[config.mk]
export PLATFORM = sky130hd
export DESIGN_NAME = ooo_scoreboard_flat
export DESIGN_NICKNAME = d
export VERILOG_FILES = /design/src/rtl/ooo_scoreboard_pkg.sv /design/src/rtl/ooo_scoreboard_if.sv /design/src/rtl/ooo_scoreboard_fu_occupancy_counter.sv /design/src/rtl/ooo_scoreboard.sv /design/src/flat_wrapper.sv
export SDC_FILE = /design/constraint.sdc
export NUM_CORES = 1
export LEC_CHECK = 0
export BUFFER_PORTS_ARGS = -buffer_cell sky130_fd_sc_hd__buf_2
export CORE_UTILIZATION = 35
export CTS_BUF_LIST = sky130_fd_sc_hd__clkbuf_4
export DETAILED_ROUTE_END_ITERATION = 8
export PLACE_DENSITY_LB_ADDON = 0.05
export SETUP_SLACK_MARGIN = 0.3
export SLEW_MARGIN = 10
export SYNTH_ARGS = -nofsm -noshare
export SYNTH_HDL_FRONTEND = slang
export SYNTH_SLANG_ARGS = --single-unit
[constraint.sdc]
create_clock -name CLK -period 6 [get_ports CLK]
set_clock_uncertainty 0.2 [all_clocks]
set_input_delay 1.2 -clock CLK [delete_from_list [all_inputs] [get_ports CLK]]
set_output_delay 1.2 -clock CLK [all_outputs]
set_load 0.01 [all_outputs]
[src/rtl/ooo_scoreboard_pkg.sv]
// Shared types and default configuration for the out-of-order register/FU scoreboard.
package ooo_scoreboard_pkg;

  // Default configuration of the core this scoreboard was written for.
  localparam int NUM_REGS_DEF  = 32;
  localparam int NUM_FU_DEF    = 4;
  localparam int FU_DEPTH_DEF  = 2;
  localparam int NUM_WB_DEF    = 2;
  localparam int ROB_DEPTH_DEF = 8;

  localparam int REG_W = $clog2(NUM_REGS_DEF);
  localparam int FU_W  = $clog2(NUM_FU_DEF);
  localparam int TAG_W = $clog2(ROB_DEPTH_DEF);

  // One tracked architectural register: pending flag plus the ROB tag of its youngest producer.
  typedef struct packed {
    logic             busy;
    logic [TAG_W-1:0] tag;
  } scoreboard_entry_t;

  // FU index order matches the scalar core's FU numbering.
  typedef enum logic [FU_W-1:0] {
    FU_AU = 2'd0,
    FU_MU = 2'd1,
    FU_DU = 2'd2,
    FU_LS = 2'd3
  } fu_idx_t;

  // Bits needed to hold an occupancy count of 0..depth.
  function automatic int occ_w(input int depth);
    return $clog2(depth + 1);
  endfunction

endpackage

[src/rtl/ooo_scoreboard_if.sv]
// Decode / writeback / FU-retire bus between the front end and the scoreboard.
interface ooo_scoreboard_if #(
  parameter int NUM_REGS  = 32,
  parameter int NUM_FU    = 4,
  parameter int NUM_WB    = 2,
  parameter int ROB_DEPTH = 8
);
  localparam int REG_W = $clog2(NUM_REGS);
  localparam int FU_W  = $clog2(NUM_FU);
  localparam int TAG_W = $clog2(ROB_DEPTH);

  // Issue request from decode
  logic                         issue_valid;
  logic                         issue_wen;
  logic [REG_W-1:0]             issue_rd;
  logic [REG_W-1:0]             issue_rs1;
  logic [REG_W-1:0]             issue_rs2;
  logic                         issue_use_rs1;
  logic                         issue_use_rs2;
  logic [FU_W-1:0]              issue_fu;
  logic [TAG_W-1:0]             issue_tag;
  logic                         rob_full;
  logic                         flush;

  // Writeback and FU retire
  logic [NUM_WB-1:0]            wb_valid;
  logic [NUM_WB-1:0][REG_W-1:0] wb_rd;
  logic [NUM_WB-1:0][TAG_W-1:0] wb_tag;
  logic [NUM_FU-1:0]            fu_done;

  // Scoreboard responses
  logic                         rs1_busy;
  logic                         rs2_busy;
  logic [TAG_W-1:0]             rs1_tag;
  logic [TAG_W-1:0]             rs2_tag;
  logic                         rd_busy;
  logic [NUM_FU-1:0]            fu_busy;
  logic                         hazard;
  logic                         issue_ack;
  logic                         empty;

  modport master (
    output issue_valid, issue_wen, issue_rd, issue_rs1, issue_rs2,
           issue_use_rs1, issue_use_rs2, issue_fu, issue_tag, rob_full, flush,
           wb_valid, wb_rd, wb_tag, fu_done,
    input  rs1_busy, rs2_busy, rs1_tag, rs2_tag, rd_busy, fu_busy,
           hazard, issue_ack, empty
  );

  modport slave (
    input  issue_valid, issue_wen, issue_rd, issue_rs1, issue_rs2,
           issue_use_rs1, issue_use_rs2, issue_fu, issue_tag, rob_full, flush,
           wb_valid, wb_rd, wb_tag, fu_done,
    output rs1_busy, rs2_busy, rs1_tag, rs2_tag, rd_busy, fu_busy,
           hazard, issue_ack, empty
  );

endinterface

[src/rtl/ooo_scoreboard_fu_occupancy_counter.sv]
// Saturating up/down occupancy counter for one functional unit, with full/zero flags.
module ooo_scoreboard_fu_occupancy_counter #(
  parameter int DEPTH = 2
) (
  input  logic CLK,
  input  logic nRST,
  input  logic clr,
  input  logic inc,
  input  logic dec,
  output logic full,
  output logic zero
);
  localparam int CW = $clog2(DEPTH + 1);

  logic [CW-1:0] count_reg;
  logic          inc_ok;
  logic          dec_ok;

  assign zero = (count_reg == '0);
  assign full = (count_reg == CW'(DEPTH));

  // A retire at zero is dropped; an issue at full only lands when a retire frees the slot.
  assign dec_ok = dec && !zero;
  assign inc_ok = inc && (!full || dec_ok);

  // Occupancy register: flush empties the unit, simultaneous inc/dec leaves it unchanged.
  always_ff @(posedge CLK or negedge nRST) begin
    if (!nRST) begin
      count_reg <= '0;
    end else if (clr) begin
      count_reg <= '0;
    end else if (inc_ok && !dec_ok) begin
      count_reg <= count_reg + CW'(1);
    end else if (dec_ok && !inc_ok) begin
      count_reg <= count_reg - CW'(1);
    end
  end

  // Retiring from an empty unit means the FU and scoreboard have lost sync.
  a_no_underflow: assert property (@(posedge CLK) disable iff (!nRST) !(dec && zero && !clr));

  // The hazard path must keep an issue away from a full unit unless it retires the same cycle.
  a_no_overflow: assert property (@(posedge CLK) disable iff (!nRST) !(inc && full && !dec && !clr));

endmodule

[src/rtl/ooo_scoreboard.sv]
// Register/FU scoreboard: tracks in-flight destinations by ROB tag and FU occupancy,
// and produces the decode-side hazard and producer tags for the two sources.
module ooo_scoreboard
  import ooo_scoreboard_pkg::*;
#(
  parameter int NUM_REGS  = NUM_REGS_DEF,
  parameter int NUM_FU    = NUM_FU_DEF,
  parameter int FU_DEPTH  = FU_DEPTH_DEF,
  parameter int NUM_WB    = NUM_WB_DEF,
  parameter int ROB_DEPTH = ROB_DEPTH_DEF,
  parameter bit STALL_WAW = 1'b0
) (
  input  logic              CLK,
  input  logic              nRST,
  ooo_scoreboard_if.slave   bus
);
  localparam int REG_BITS = $clog2(NUM_REGS);
  localparam int FU_BITS  = $clog2(NUM_FU);
  localparam int TAG_BITS = $clog2(ROB_DEPTH);

  typedef struct packed {
    logic                busy;
    logic [TAG_BITS-1:0] tag;
  } entry_t;

  entry_t              sb_reg [NUM_REGS];
  logic [NUM_REGS-1:0] busy_vec;
  logic [NUM_REGS-1:0] wb_clear;
  logic [NUM_REGS-1:0] pending;

  logic [NUM_FU-1:0]   fu_full;
  logic [NUM_FU-1:0]   fu_zero;
  logic [NUM_FU-1:0]   fu_blocked;
  logic [NUM_FU-1:0]   fu_inc;

  logic                rs1_busy;
  logic                rs2_busy;
  logic                rd_busy;
  logic                hazard;
  logic                issue_ack;
  logic                issue_write;

  // A register is cleared when any writeback port presents its current producer tag;
  // a writeback carrying an older tag (overwritten by a later issue) is ignored.
  always_comb begin
    wb_clear = '0;
    for (int r = 0; r < NUM_REGS; r++) begin
      for (int i = 0; i < NUM_WB; i++) begin
        if (bus.wb_valid[i] && (int'(bus.wb_rd[i]) == r) &&
            (bus.wb_tag[i] == sb_reg[r].tag)) begin
          wb_clear[r] = 1'b1;
        end
      end
    end
  end

  // Source lookups with same-cycle writeback bypass, and the stall decision.
  always_comb begin
    rs1_busy    = bus.issue_use_rs1 && pending[bus.issue_rs1];
    rs2_busy    = bus.issue_use_rs2 && pending[bus.issue_rs2];
    rd_busy     = pending[bus.issue_rd];
    hazard      = bus.flush || bus.rob_full || rs1_busy || rs2_busy ||
                  fu_blocked[bus.issue_fu] ||
                  (STALL_WAW && bus.issue_wen && rd_busy);
    issue_ack   = bus.issue_valid && !hazard;
    issue_write = issue_ack && bus.issue_wen && (bus.issue_rd != '0);
  end

  for (genvar gi = 0; gi < NUM_REGS; gi++) begin : g_reg
    assign busy_vec[gi] = sb_reg[gi].busy;
    assign pending[gi]  = sb_reg[gi].busy && !wb_clear[gi];

    // Per-register state: flush clears, a new issue beats a same-cycle writeback,
    // otherwise a matching writeback retires the producer. x0 is never written.
    always_ff @(posedge CLK or negedge nRST) begin
      if (!nRST) begin
        sb_reg[gi] <= '0;
      end else if (bus.flush) begin
        sb_reg[gi].busy <= 1'b0;
      end else if (issue_write && (bus.issue_rd == REG_BITS'(gi))) begin
        sb_reg[gi].busy <= 1'b1;
        sb_reg[gi].tag  <= bus.issue_tag;
      end else if (wb_clear[gi]) begin
        sb_reg[gi].busy <= 1'b0;
      end
    end
  end

  for (genvar gi = 0; gi < NUM_FU; gi++) begin : g_fu
    assign fu_inc[gi] = issue_ack && (bus.issue_fu == FU_BITS'(gi));
    // A full unit that retires this cycle can accept a new op in the same cycle.
    assign fu_blocked[gi] = fu_full[gi] && !bus.fu_done[gi];

    ooo_scoreboard_fu_occupancy_counter #(
      .DEPTH (FU_DEPTH)
    ) u_occ (
      .CLK  (CLK),
      .nRST (nRST),
      .clr  (bus.flush),
      .inc  (fu_inc[gi]),
      .dec  (bus.fu_done[gi]),
      .full (fu_full[gi]),
      .zero (fu_zero[gi])
    );
  end

  assign bus.rs1_busy  = rs1_busy;
  assign bus.rs2_busy  = rs2_busy;
  assign bus.rs1_tag   = sb_reg[bus.issue_rs1].tag;
  assign bus.rs2_tag   = sb_reg[bus.issue_rs2].tag;
  assign bus.rd_busy   = rd_busy;
  assign bus.fu_busy   = fu_blocked;
  assign bus.hazard    = hazard;
  assign bus.issue_ack = issue_ack;
  assign bus.empty     = (busy_vec == '0) && (&fu_zero);

endmodule

[src/flat_wrapper.sv]
// flat-port wrapper written by rule: the top's interface ports become plain ports
module ooo_scoreboard_flat import ooo_scoreboard_pkg::*;
#(
  parameter int NUM_REGS  = NUM_REGS_DEF,
  parameter int NUM_FU    = NUM_FU_DEF,
  parameter int FU_DEPTH  = FU_DEPTH_DEF,
  parameter int NUM_WB    = NUM_WB_DEF,
  parameter int ROB_DEPTH = ROB_DEPTH_DEF,
  parameter bit STALL_WAW = 1'b0
)
  (CLK, nRST, bus_issue_valid, bus_issue_wen, bus_issue_rd, bus_issue_rs1, bus_issue_rs2, bus_issue_use_rs1, bus_issue_use_rs2, bus_issue_fu, bus_issue_tag, bus_rob_full, bus_flush, bus_wb_valid, bus_wb_rd, bus_wb_tag, bus_fu_done, bus_rs1_busy, bus_rs2_busy, bus_rs1_tag, bus_rs2_tag, bus_rd_busy, bus_fu_busy, bus_hazard, bus_issue_ack, bus_empty);
  ooo_scoreboard_if #(.NUM_REGS(NUM_REGS), .NUM_FU(NUM_FU), .NUM_WB(NUM_WB), .ROB_DEPTH(ROB_DEPTH)) bus_i ();
  input  logic CLK;
  input  logic nRST;
  input wire logic [$bits(bus_i.issue_valid)-1:0] bus_issue_valid;
  input wire logic [$bits(bus_i.issue_wen)-1:0] bus_issue_wen;
  input wire logic [$bits(bus_i.issue_rd)-1:0] bus_issue_rd;
  input wire logic [$bits(bus_i.issue_rs1)-1:0] bus_issue_rs1;
  input wire logic [$bits(bus_i.issue_rs2)-1:0] bus_issue_rs2;
  input wire logic [$bits(bus_i.issue_use_rs1)-1:0] bus_issue_use_rs1;
  input wire logic [$bits(bus_i.issue_use_rs2)-1:0] bus_issue_use_rs2;
  input wire logic [$bits(bus_i.issue_fu)-1:0] bus_issue_fu;
  input wire logic [$bits(bus_i.issue_tag)-1:0] bus_issue_tag;
  input wire logic [$bits(bus_i.rob_full)-1:0] bus_rob_full;
  input wire logic [$bits(bus_i.flush)-1:0] bus_flush;
  input wire logic [$bits(bus_i.wb_valid)-1:0] bus_wb_valid;
  input wire logic [$bits(bus_i.wb_rd)-1:0] bus_wb_rd;
  input wire logic [$bits(bus_i.wb_tag)-1:0] bus_wb_tag;
  input wire logic [$bits(bus_i.fu_done)-1:0] bus_fu_done;
  output wire logic [$bits(bus_i.rs1_busy)-1:0] bus_rs1_busy;
  output wire logic [$bits(bus_i.rs2_busy)-1:0] bus_rs2_busy;
  output wire logic [$bits(bus_i.rs1_tag)-1:0] bus_rs1_tag;
  output wire logic [$bits(bus_i.rs2_tag)-1:0] bus_rs2_tag;
  output wire logic [$bits(bus_i.rd_busy)-1:0] bus_rd_busy;
  output wire logic [$bits(bus_i.fu_busy)-1:0] bus_fu_busy;
  output wire logic [$bits(bus_i.hazard)-1:0] bus_hazard;
  output wire logic [$bits(bus_i.issue_ack)-1:0] bus_issue_ack;
  output wire logic [$bits(bus_i.empty)-1:0] bus_empty;
  assign bus_i.issue_valid = bus_issue_valid;
  assign bus_i.issue_wen = bus_issue_wen;
  assign bus_i.issue_rd = bus_issue_rd;
  assign bus_i.issue_rs1 = bus_issue_rs1;
  assign bus_i.issue_rs2 = bus_issue_rs2;
  assign bus_i.issue_use_rs1 = bus_issue_use_rs1;
  assign bus_i.issue_use_rs2 = bus_issue_use_rs2;
  assign bus_i.issue_fu = bus_issue_fu;
  assign bus_i.issue_tag = bus_issue_tag;
  assign bus_i.rob_full = bus_rob_full;
  assign bus_i.flush = bus_flush;
  assign bus_i.wb_valid = bus_wb_valid;
  assign bus_i.wb_rd = bus_wb_rd;
  assign bus_i.wb_tag = bus_wb_tag;
  assign bus_i.fu_done = bus_fu_done;
  assign bus_rs1_busy = bus_i.rs1_busy;
  assign bus_rs2_busy = bus_i.rs2_busy;
  assign bus_rs1_tag = bus_i.rs1_tag;
  assign bus_rs2_tag = bus_i.rs2_tag;
  assign bus_rd_busy = bus_i.rd_busy;
  assign bus_fu_busy = bus_i.fu_busy;
  assign bus_hazard = bus_i.hazard;
  assign bus_issue_ack = bus_i.issue_ack;
  assign bus_empty = bus_i.empty;
  ooo_scoreboard #(.NUM_REGS(NUM_REGS), .NUM_FU(NUM_FU), .FU_DEPTH(FU_DEPTH), .NUM_WB(NUM_WB), .ROB_DEPTH(ROB_DEPTH), .STALL_WAW(STALL_WAW)) u_core (.CLK(CLK), .nRST(nRST), .bus(bus_i));
endmodule
## After elaboration in Yosys (flattened, before gate mapping)

Index checks and enable logic that the tools add are counted.

| word-level totals | value |
|---|---|
| register bits after elaboration | 136 |
| bits in latches | 0 |
| RAM bits | 0 |
| memory bits (read-only) | 0 |
| bits of input ports | 50 |
| output and inout bits | 16 |
| word-level logic and storage cells | 797 |
| memories kept | 0 |

| operators by class | value |
|---|---|
| add/sub/neg operators | 8 |
| multiply operators | 0 |
| divide/modulo/power cells | 0 |
| magnitude comparators | 6 |
| eq/ne operators | 164 |
| shift-type cells | 0 |
| mux-type cells | 186 |
| bitwise logic cells | 3 |
| reduce and logical (&&, ||, !) cells | 362 |

Operator list:

| cell | number |
|---|---|
| $eq A5 B5 Y1 const B | 48 |
| $logic_and A1 B1 Y1 | 222 |
| $eq A3 B3 Y1 | 64 |
| $mux W1 | 164 |
| $eq A5 B4 Y1 const B | 24 |
| $reduce_bool A3 Y1 | 36 |
| $reduce_and A2 Y1 | 32 |
| $eq A5 B3 Y1 const B | 12 |
| $logic_not A1 Y1 | 53 |
| $bmux W4 S5 | 2 |
| $logic_not A32 Y1 | 1 |
| $eq A5 B2 Y1 const B | 6 |
| $mux W2 | 12 |
| $lt A5 B6 Y1 const B | 3 |
| $bmux W1 S5 | 3 |
| $eq A5 B1 Y1 const B | 3 |
| $logic_not A5 Y1 | 3 |
| $eq A2 B2 Y1 const B | 6 |
| $ge A6 B6 Y1 const B | 2 |
| $mux W3 | 4 |
| $not A5 Y6 | 2 |
| $logic_not A2 Y1 | 5 |
| $add A2 B1 Y2 const B | 4 |
| $logic_or A1 B1 Y1 | 8 |
| 7 further kinds | 10 |

## Depth between registers and ports, before layout

Gate-level depths: netlist (run 1).

| depth | value |
|---|---|
| word-level depth | 22 |
| gate-level depth with buffers | 17 |
| mapped depth without buffers | 11 |

## Hierarchy

From an unflattened synthesis (run 1), not the netlist that was laid out.

| unflattened totals | value |
|---|---|
| cells, all modules | 1213 |
| area, all modules | 11678.7 sq um |

By module, submodules not included:

| module | instances | cells an instance | area each (sq um) | sequential area each (sq um) |
|---|---|---|---|---|
| ooo_scoreboard | 1 | 1157 | 11173.2 | 3203.1 |
| ooo_scoreboard_fu_occupancy_counter | 4 | 14 | 126.4 | 50.0 |

## Worst setup path after synthesis (run 1)

OpenSTA, ideal clock, no wires.

| timing path | value |
|---|---|
| path kind | input port to output port |
| start point | input port bus_wb_tag[3] |
| end point | output port bus_issue_ack |
| data arrival time | 4035 ps |
| required time | 4600 ps |
| slack | 565 ps |
| cell stages on the path | 15 |
| buffers on the path | 5 |
| path through | buf_2 buf_6 buf_6 buf_6 xnor2_1 nand4_1 nor2_2 o31ai_1 nor4b_1 nand4_1 o311ai_4 inv_4 nor3_1 clkbuf_1 and2_1 |

| on the way | value |
|---|---|
| word-level cells in the longest chain between the ends | 13 |
| elaborated cells on any way between the ends | 171 |
| classes of those cells | eq/ne: 32; mux: 36; reduce/logical: 103 |

RTL lines:

| element | RTL line | text |
|---|---|---|
| start: declaration | flat_wrapper.sv:28 | `input wire logic [$bits(bus_i.wb_tag)-1:0] bus_wb_tag;` |
| $eq A3 B3 Y1 | ooo_scoreboard.sv:50 | `(bus.wb_tag[i] == sb_reg[r].tag)) begin` |
| $logic_and A1 B1 Y1 | ooo_scoreboard.sv:49 | `if (bus.wb_valid[i] && (int'(bus.wb_rd[i]) == r) &&` |
| $mux W1 | ooo_scoreboard.sv:49 |  |
| $logic_not A1 Y1 | ooo_scoreboard.sv:71 | `assign pending[gi] = sb_reg[gi].busy && !wb_clear[gi];` |
| $logic_and A1 B1 Y1 | ooo_scoreboard.sv:71 |  |
| $bmux W1 S5 * | ooo_scoreboard.sv:59 | `rs1_busy = bus.issue_use_rs1 && pending[bus.issue_rs1];` |
| $mux W1 (implied by the code) * | ooo_scoreboard.sv:59 |  |
| $logic_and A1 B1 Y1 * | ooo_scoreboard.sv:59 |  |
| named net bus_rs1_busy | flat_wrapper.sv:30 | `output wire logic [$bits(bus_i.rs1_busy)-1:0] bus_rs1_busy;` |
| $logic_or A1 B1 Y1 * (3 in a row) | ooo_scoreboard.sv:62 | `hazard = bus.flush \|\| bus.rob_full \|\| rs1_busy \|\| rs2_busy \|\|` |
| $logic_not A1 Y1 * | ooo_scoreboard.sv:65 | `issue_ack = bus.issue_valid && !hazard;` |
| $logic_and A1 B1 Y1 * | ooo_scoreboard.sv:65 |  |
| end: declaration | flat_wrapper.sv:37 | `output wire logic [$bits(bus_i.issue_ack)-1:0] bus_issue_ack;` |

The timed path passes the listed nets; every way through them passes the cells marked *. The select of a mux whose other input is x is not followed.

## Final worst setup path (run 1)

| timing path | value |
|---|---|
| start point | input port bus_wb_tag[2] |
| end point | output port bus_issue_ack |

| on the way | value |
|---|---|
| word-level cells in the longest chain between the ends | 14 |
| elaborated cells on any way between the ends | 203 |
| classes of those cells | eq/ne: 32; mux: 68; reduce/logical: 103 |

RTL lines:

| element | RTL line |
|---|---|
| $eq A3 B3 Y1 | ooo_scoreboard.sv:50 |
| $logic_and A1 B1 Y1 | ooo_scoreboard.sv:49 |
| $mux W1 (2 in a row) | ooo_scoreboard.sv:49 |
| $logic_not A1 Y1 | ooo_scoreboard.sv:71 |
| $logic_and A1 B1 Y1 | ooo_scoreboard.sv:71 |
| $bmux W1 S5 | ooo_scoreboard.sv:59 |
| $mux W1 (implied by the code) | ooo_scoreboard.sv:59 |
| $logic_and A1 B1 Y1 | ooo_scoreboard.sv:59 |
| $logic_or A1 B1 Y1 | ooo_scoreboard.sv:62 |
| $logic_or A1 B1 Y1 * (2 in a row) | ooo_scoreboard.sv:62 |
| $logic_not A1 Y1 * | ooo_scoreboard.sv:65 |
| $logic_and A1 B1 Y1 * | ooo_scoreboard.sv:65 |

Every way passes the cells marked *; elsewhere a longest branch is shown, timed or not. The select of a mux whose other input is x is not followed.

==> metrics.cfg, run 1 <==
[floorplan]
core_area_um2 = 30800
die_w_um = 180
start_util_pct = 35.8
die_y_um = 180
row_count = 64
io_pins = 66
die-area_um2 = 32300

[global_routing]
grtUsageTotal_pct = 27.6
grt.overflow.total = 0
grt_pass1_vias = 9120
grt_pass1_wl_mm = 64.5
grt_max_degree = 57
antenna_found_initial = 3

[place]
place.gp.congestion = 0.945
postPlaceCellArea_um2 = 11800
numPortBuffers = 65
hpwl_mm = 33.4

[setup_path]
cp-end-kind = output port
critPathKind = input port to output port
cp.arrival_ps = 4070
worst-endpoint-required_ps = 4600
path_max_fanout = 19
critPathLaunchType = input port

[cts]
clk_pin_slew_ps = 150
clock_latency_ps = 640
htreeDepth = 4
clock_sinks = 136
cts_hold_buf = 0
cts-root-buf = clkbuf_4
cts_setup_buffers = 0
cts_buffer_depth = 2
cts_tree = done
cts_buffers = 17

[logic_synthesis]
synth_xor_xnor_area_share_pct = 15.4
syn_area_per_cell_um2 = 10.6
synth_top_family_by_area = multiplexers
synth_area_leader_cell = dfrtp_1
synth_compound_area_share_pct = 9.44
synth_area_um2 = 11000
synthTopCellsByArea = dfrtp_1 (31%), mux4_2 (13%), xnor2_1 (13%)
synth-edff-count = 0
async_reset_ff_share_pct = 100
yosys.area_share.adder_pct = 0
synth_top_flop_cell = dfrtp_1
ys_ff_latch = 136
yosysWarningCount = 0
synth_simple_gate_area_share_pct = 16.2
ys_seq_area_share_pct = 30.8
postSynthCellCount = 1039
synth_mux_area_share_pct = 23.6
synth_cell_types = 72
syn_nets = 1089
netlist.area_leader.share_pct = 30.8

[timing]
rsz0062_at_grt = false
worst_pin_slew_ps = 774
setup_violations = 0
final_max_slew_viol_count = 0
tns_ps = 0
period_needed_ps = 5470
hold_viol = 0
slew_headroom_pct = 48.4
hold_ws_ps = 233
post-route-period-util_pct = 91.1
max_freq_mhz = 183

[run]
cap_violations = 0

[layout]
nNetsFinal = 1144
post-route-cell-area_um2 = 12100
syn2layout_area_growth_pct = 9.78
drive_above_1_share_pct = 30.6
largest_register_ffs = 96

[routing]
vias = 9271
drc = 8
wl_per_cell_um = 28.8
drt_iter0_drc = 915
wl_met2_mm = 18.6
wl_met1_mm = 19.9
highest_layer = met4
postRouteAntennaNets = 0
drt-vias-per-instance = 6.16
met3_length_mm = 4.07
drtPass1Iterations = 9
wl_mm = 43.3

[status]
violations = DRC
status = complete, but fails checks

[power]
ir_worst_vdd_mv = 0.0936
p_total_uw = 2060
p_leak_uw = 0.00472
powerDensity_nw_per_um2 = 170

[worst_hold_path]
hp-class = input port to asynchronous set/reset pin

cell families (layout without fill, tap and decap cells):
logic type	after synthesis	after routing
xor+xnor	192	192
other cells	0	2
flops	136	136
buf+inv	84	151
compound gates	149	149
simple gates	311	311
mux	167	167
through the flow:
stage | util (%) | cells | setup slack (ps)
5_1_grt | 39.3 | 1504 | 320
6_report | 39.3 | 1504 | 535
3_3_place_gp | 38.2 | 1471 | 388
2_1_floorplan | - | 1039 | 565
4_1_cts | 39.3 | 1502 | 451
3_5_place_dp | 38.2 | 1471 | 427
metal layers:
metal	vias up	track usage [%]
li1	4056	-
met1	4786	39.5
met2	393	39.6
met3	36	9.00
met4	0	7.21
met5	-	0
path summary, 6_finish.rpt:
kind | startpoint | endpoint | slack (ps) | depth (start not counted)
max in group asynchronous | nRST | u_core.sb_reg[92] | 4300 | 2
min in group CLK | u_core.sb_reg[126] | u_core.sb_reg[126] | 330 | 0
worst max register to register | u_core.sb_reg[24] | u_core.sb_reg[58] | 1700 | 11
worst max-delay path | bus_wb_tag[2] | bus_issue_ack | 530 | 12
worst min-delay path | nRST | u_core.busy_vec[13] | 230 | 1
worst min register to register | u_core.sb_reg[126] | u_core.sb_reg[126] | 330 | 0
cells in the mapped netlist (all sizes together), types with 22 or more instances:
master	number
nand4	52
mux2	98
nor3	30
xnor2	164
o22ai	22
clkbuf	39
nand2	36
dfrtp	136
nand3	27
o21ai	46
mux4	64
nor2	57
xor2	28
buf	34
cell type report:
class                           instances  area [um^2]
Antenna cell                            2         5.00
Clock buffer                           19          143
Clock inverter                         12          178
Fill cell                            3058        18700
Inverter                               11         43.8
Multi-Input combinational cell        819         7150
Sequential cell                       136         3400
Tap cell                              396          495
Timing Repair Buffer                  109          702
critical path, stage by stage:
cell and delay [ps]:
buf_2 500, xnor2_1 190, nand3_1 90, nor3_1 500, o32ai_1 150, o311ai_1 380
nand4_1 240, o311ai_4 190, inv_4 70, nor3_2 240, and2_1 150, buf_2 120
what timing repair did:
action                                 in CTS  in global routing
setup endpoints to repair                   0                  2
endpoints found under the hold margin       0                  0
gates resized for setup                     0                  4
power breakdown:
part | total, uW | switching (uW) | internal [uW]
logic | 382 | 231 | 150
clock network | 718 | 382 | 336
registers | 959 | 29.1 | 930
total | 2060 | 642 | 1420
placed cells by master (no fill, tap or decap), types with 7 or more instances in the layout:
cell type,count
o21ai_0,40
xor2_1,28
buf_4,41
clkbuf_4,20
nor2_1,56
a21oi_1,9
xnor2_1,162
inv_1,8
o22ai_1,22
dfrtp_1,136
or3_1,9
buf_2,63
or2_2,14
mux4_2,64
nand4_1,52
nand2_1,36
o31ai_1,7
nor4_1,19
mux2_2,95
o32ai_1,11
nor3_1,29
nand3_1,27
nor2b_1,15
Note: power is estimated with default switching activity, not from simulation.
==> run 2: changes to the inputs <==
Settings changed: ABC_AREA set to 1.
==> run 2 against run 1 <==
Effect of this change:
- the run now ends clean
- sequential power up 3.5%
- synthesized cell count up 87%
- combinational power up 60%
- area after synthesis up 7.0%
- clock-buffer cell count up 1
- wire length up 33%
- cell count up 60%
==> metrics.cfg, run 2 <==
[cts]
clk_pin_slew_ps = 130  ; -20 ps
clock_sinks = 136  ; unchanged
cts-root-buf = clkbuf_4
cts_hold_buf = 0  ; unchanged
cts_tree = done
cts_buffer_depth = 2  ; unchanged
htreeDepth = 4  ; unchanged
cts_buffers = 17  ; unchanged
clock_latency_ps = 640  ; about the same

[routing]
wl_per_cell_um = 23.9  ; -17%
postRouteAntennaNets = 0  ; unchanged
drt_iter0_drc = 1836  ; +100%
drtPass1Iterations = 6  ; -3
drt-vias-per-instance = 5.88  ; -4.6%
drc = 0  ; -8
wl_mm = 57.6  ; +33%
vias = 14200  ; +53%

[timing]
tns_ps = 0  ; unchanged
max_freq_mhz = 178  ; -2.7%
worst_pin_slew_ps = 1130  ; +353 ps
slew_headroom_pct = 24.5  ; -24 points
post-route-period-util_pct = 93.6  ; +2.5 points
final_max_slew_viol_count = 0  ; unchanged
setup_violations = 0  ; unchanged
period_needed_ps = 5620  ; +151 ps
rsz0062_at_grt = false
hold_viol = 0  ; unchanged

[logic_synthesis]
synth_area_leader_cell = dfrtp_1
synth_top_flop_cell = dfrtp_1
synth_cell_types = 41  ; -43%
yosysMostFrequentCell = nand2_1
ys_ff_latch = 136  ; unchanged
synth_area_um2 = 11800  ; +7.0%
postSynthCellCount = 1941  ; +87%
syn_area_per_cell_um2 = 6.08  ; -43%
netlist.area_leader.share_pct = 28.8  ; -2.0 points
synthTopCellsByArea = dfrtp_1 (29%), nand2_1 (16%), o21ai_0 (10%)
ys_seq_area_share_pct = 28.8  ; -2.0 points
syn_nets = 1991  ; +83%
yosysWarningCount = 0  ; unchanged
synth_common_cells = nand2_1 (494), o21ai_0 (244), nor2_1 (222)
synth-edff-count = 0  ; unchanged
async_reset_ff_share_pct = 100  ; unchanged

[place]
hpwl_mm = 42.0  ; +26%
numPortBuffers = 65  ; unchanged
place.gp.congestion = 1.06  ; +12%

[global_routing]
grt_max_degree = 66  ; +16%
grt.overflow.total = 0  ; unchanged
grt_pass1_wl_mm = 84.3  ; +31%
grt_pass1_vias = 12800  ; +40%
grtUsageTotal_pct = 33.8  ; +6.3 points
antenna_found_initial = 3  ; unchanged

[layout]
largest_register_ffs = 96  ; unchanged
nNetsFinal = 2008  ; +76%
seqCellArea_um2 = 3400  ; unchanged
nFillCells = 3755  ; +23%
syn2layout_area_growth_pct = 8.34
layout_common_cells = nand2_1 (494), o21ai_0 (244), nor2_1 (222), nand3_1 (205), inv_1 (151)
layout_commonest_cell = nand2_1
multi_input_area_um2 = 7320  ; +2.4%
drive_above_1_share_pct = 7.82  ; -23 points
final_util_pct = 38.9  ; -0.38 points

[setup_path]
cpMaxStageDelayCell = a2111oi_0
worst-endpoint-required_ps = 4600  ; about the same
endpoint = bus_rd_busy
path_max_fanout = 4  ; -15
r2r_setup_slack_ps = 2320  ; +620 ps
r2r_start = u_core.sb_reg[116]
timing.rr.end = u_core.sb_reg[86]
max_stage_delay_ps = 660  ; +160 ps
critPathLaunchType = input port
cp_top_family = compound AO/OA/AOI/OAI gates
crit_path_start = bus_wb_rd[1]
cp.arrival_ps = 4220  ; +150 ps
critPathKind = input port to output port
rr_worst_depth = 22  ; +11
cp.depth = 13  ; +1
path_common_cell = nand2_1
path_buf_inv = 3  ; unchanged
cp-end-kind = output port
cp_cell_sequence = buf_2, inv_1, nor2_1, nand2_1, nor2_1, nand2_1, nand3_1, o22ai_1, o21ai_0, nand2_1, a2111oi_0, a32oi_1, buf_2

[floorplan]
start_util_pct = 35.9  ; +0.13 points
die-area_um2 = 34500  ; +6.9%
row_count = 66  ; +3.1%
core_area_um2 = 32900  ; +6.6%
die_y_um = 186  ; +3.4%
io_pins = 66  ; unchanged
die_w_um = 186  ; +3.4%

[power]
p_leak_uw = 0.00562  ; +19%
powerDensity_nw_per_um2 = 176  ; +3.6%
ir_worst_vdd_mv = 0.122  ; +31%

[run]
cap_violations = 0  ; unchanged

[worst_hold_path]
hp-class = flop to flop
hold_start = u_core.sb_reg[118]

[status]
status = finished clean

-- run 2: cell types whose count changed after synthesis, sizes merged, moves of 23 or more --
cell | before | now
nand2 | 36 | 495
nand4 | 52 | 75
o21ai | 46 | 267
nand3 | 27 | 214
mux4 | 64 | 0
a21oi | 9 | 112
inv | 10 | 155
xnor2 | 164 | 27
mux2 | 98 | 0
nor2 | 57 | 224
clkbuf | 39 | 70
-- run 2: worst min-delay path by stage --
stage,endpoint,slack (ps),cells after the start
final,u_core.sb_reg[118],330,2
after global routing,u_core.sb_reg[104],350,2
after CTS,u_core.sb_reg[118],320,2
after detailed placement,u_core.sb_reg[118],290,2
after global placement,u_core.sb_reg[104],300,2
after floorplan,u_core.sb_reg[105],260,2
-- run 2: kinds of logic after synthesis --
kind of cell	after synthesis	synth area share, %
simple gates	1045	38.4
compound gates	428	19.0
buf+inv	270	9.21
flops	136	28.8
xor+xnor	62	4.60
-- run 2: tightest hold or removal path, delay by kind of cell (launching register included) --
kind,cells,cell delay [ps]
AND/OR/NAND/NOR,2,110
flip-flops,1,390
-- run 2: report_power, final --
group | switching, uW | internal, uW
combinational | 441 | 171
clock | 398 | 251
sequential | 45.8 | 947
-- run 2: cell type report --
class                      instances  share of cell area (%)
antenna                            2                  0.0391
clock buffer                      20                    1.17
clock inverter                    10                   0.831
inverter                         160                    4.71
multi-input combinational       1535                    57.2
sequential                       136                    26.6
tap                              442                    4.32
timing repair buffer             108                    5.11
-- run 2: routing by layer --
| metal | vias up | global-route usage (%) | share of wire, % |
|---|---|---|---|
| li1 | 6530 | - | - |
| met1 | 6725 | 45.8 | 43 |
| met2 | 805 | 52.9 | 44 |
| met3 | 131 | 6.93 | 8.8 |
| met4 | 2 | 12.5 | 3.7 |
| met5 | - | 0 | 0.016 |
-- run 2: metrics by stage --
| step | setup slack [ps] | instance area [um^2] | hold slack (ps) | instances | power [uW] |
|---|---|---|---|---|---|
| floorplan | 1660 | 11800 | 258 | 1941 | 1360 |
| global placement | 663 | 12500 | 295 | 2381 | 1600 |
| detailed placement | 615 | 12500 | 291 | 2381 | 1600 |
| CTS | 607 | 12800 | 321 | 2411 | 2250 |
| global route | 424 | 12800 | 352 | 2413 | 2350 |
| finish | 384 | 12800 | 325 | 2413 | 2250 |
-- run 2: what timing repair did --
item                                    4_1_cts  5_1_grt
hold endpoints to repair                      0        0
setup buffers                                 0        0
resized for setup                             0        2
endpoints found under the setup margin        0        1
==> run 3: changes to the inputs <==
Settings changed: CORE_MARGIN set to 4.
==> run 3 against run 2 <==
Effect of this change:
- clock-buffer cell count shrank 1
- global-route usage shrank 1.9 points
- utilization shrank 0.62 points
- setup slack gained 320 ps
- non-clock buffer count shrank 4
- final area grew 0.16%
- fmax grew 6.1%
- register-to-register slack gained 120 ps
- clock power shrank 3.9%
- largest power group unchanged
==> metrics.cfg, run 3 (synthesized netlist as in run 2, its figures left out) <==
[layout]
drive_above_1_share_pct = 7.63  ; -0.19 points
post-route-cell-area_um2 = 12800  ; +0.16%
layout_common_cells = nand2_1 (494), o21ai_0 (244), nor2_1 (222), nand3_1 (205), inv_1 (151)
nNetsFinal = 2004  ; -0.20%
syn2layout_area_growth_pct = 8.51
layout_commonest_cell = nand2_1
largest_register_ffs = 96  ; unchanged
stdcell_count = 2415  ; +0.083%

[cts]
cts_buffers = 17  ; unchanged
htreeDepth = 4  ; unchanged
cts_buffer_depth = 2  ; unchanged
clk_pin_slew_ps = 150  ; +20 ps
clock_latency_ps = 620  ; -20 ps
post_cts_resize_count = 0  ; unchanged
cts_tree = done
cts_setup_buffers = 0  ; unchanged
cts_hold_buf = 0  ; unchanged
cts-root-buf = clkbuf_4
clock_sinks = 136  ; unchanged

[setup_path]
worst-endpoint-required_ps = 4600  ; about the same
critPathLaunchType = input port
cp-end-kind = output port
path_max_fanout = 4  ; unchanged
cp.arrival_ps = 3890  ; -330 ps
critPathKind = input port to output port

[routing]
postRouteAntennaNets = 0  ; unchanged
drt-vias-per-instance = 5.76  ; -2.1%
wl_per_cell_um = 24.4  ; +2.3%
wl_mm = 59.0  ; +2.4%
drt_iter0_drc = 1768  ; -3.7%
vias = 13900  ; -2.0%
drtPass1Iterations = 6  ; unchanged
drc = 0  ; unchanged

[global_routing]
grt_max_degree = 90  ; +36%
grt_pass1_wl_mm = 86.5  ; +2.6%
globalRouteMet2Util_pct = 49.9  ; -3.0 points
grt_pass1_vias = 13100  ; +2.8%
grtUsageTotal_pct = 31.9  ; -1.9 points
met1_usage_pct = 42.8  ; -3.0 points
grtUsageMet3_pct = 7.96  ; +1.0 points
grt.overflow.total = 0  ; unchanged
antenna_found_initial = 3  ; unchanged
top_usage_layer = met2

[timing]
hold_viol = 0  ; unchanged
slew_headroom_pct = 22.7  ; -1.8 points
post-route-period-util_pct = 88.2  ; -5.4 points
worst_pin_slew_ps = 1160  ; +27.4 ps
rsz0062_at_grt = false
tns_ps = 0  ; unchanged
period_needed_ps = 5290  ; -321 ps
setup_violations = 0  ; unchanged
max_freq_mhz = 189  ; +6.1%
final_max_slew_viol_count = 0  ; unchanged
layout_setup_ws_ps = 705  ; +321 ps

[power]
ir_worst_vdd_mv = 0.122  ; about the same
switching_share_pct = 39.1  ; -0.21 points
share_comb_of_total_power_pct = 27.7  ; +0.6 points
pwr-share-clk_pct = 27.9  ; -0.9 points
seqPwrFrac_pct = 44.4  ; +0.3 points
p_sw_uw = 874  ; -1.2%
p_int_uw = 1360  ; -0.35%
powerDensity_nw_per_um2 = 175  ; -0.85%
p_leak_uw = 0.00562  ; about the same

[floorplan]
die-area_um2 = 36700  ; +6.6%
core_area_um2 = 33400  ; +1.8%
die_w_um = 192  ; +3.2%
start_util_pct = 35.3  ; -0.62 points
io_pins = 66  ; unchanged
die_y_um = 192  ; +3.2%
row_count = 67  ; +1.5%

[place]
hpwl_mm = 42.9  ; +2.1%
postPlaceCellArea_um2 = 12600  ; +0.22%
place.gp.congestion = 1.06  ; -0.69%
numPortBuffers = 65  ; unchanged
dp.cells = 2383  ; +0.084%
dp_slack_ps = 810  ; +195 ps

[run]
cap_violations = 0  ; unchanged

[status]
status = finished clean

[worst_hold_path]
hp-class = input port to asynchronous set/reset pin

[run 3: cell types whose count changed in the layout (fill, tap and decap cells not counted), sizes merged]
cell / change
buf: -4
clkinv: +2
clkbuf: -1
clkinvlp: -1
[run 3: area by class of cell]
| cell class | count | area (um^2) |
|---|---|---|
| Timing Repair Buffer | 104 | 674 |
| Tap cell | 448 | 561 |
| Sequential cell | 136 | 3400 |
| Clock buffer | 19 | 143 |
| Multi-Input combinational cell | 1535 | 7320 |
| Clock inverter | 11 | 109 |
| Antenna cell | 2 | 5.00 |
| Fill cell | 3705 | 20600 |
| Inverter | 160 | 601 |
[run 3: critical path, stage by stage]
cell       delay (ps)
buf_2             120
inv_1              40
nor2_1            430
nand2_1           250
nor2_1            200
a21boi_0          130
nand2_1           120
o22ai_1            80
o21ai_0           280
nand2_1           150
a2111oi_0         430
buf_4             190
a32oi_1            90
buf_2             190
[run 3: worst paths after layout]
check                              startpoint  slack (ps)  cells after the start             endpoint
max reg2reg                u_core.sb_reg[113]        2440                     18    u_core.sb_reg[53]
max                              bus_wb_rd[0]         710                     14          bus_rd_busy
min in group CLK           u_core.sb_reg[124]         310                      0   u_core.sb_reg[124]
min                                      nRST         290                      1   u_core.sb_reg[109]
max in group asynchronous                nRST        4140                      2  u_core.busy_vec[24]
min reg2reg                u_core.sb_reg[124]         310                      0   u_core.sb_reg[124]
[run 3: routing by layer]
metal,share of wire [%],wire (um)
met1,43,25100
met2,44,25700
met3,9.7,5720
met4,4.3,2510
met5,0,0
[run 3: per-stage QoR]
step | power [uW] | util (%) | hold slack, ps
floorplan | 1360 | - | 258
global placement | 1620 | 37.5 | 286
detailed placement | 1610 | 37.5 | 284
CTS | 2240 | 38.3 | 272
global route | 2360 | 38.3 | 291
finish | 2240 | 38.3 | 290
[run 3: power groups by stage]
stage | Combinational (uW) | Sequential, uW | Clock (uW)
finish | 620 | 994 | 624
global route | 676 | 998 | 682
CTS | 607 | 992 | 644
detailed placement | 604 | 1010 | 0
global placement | 604 | 1010 | 0
floorplan | 361 | 994 | 0
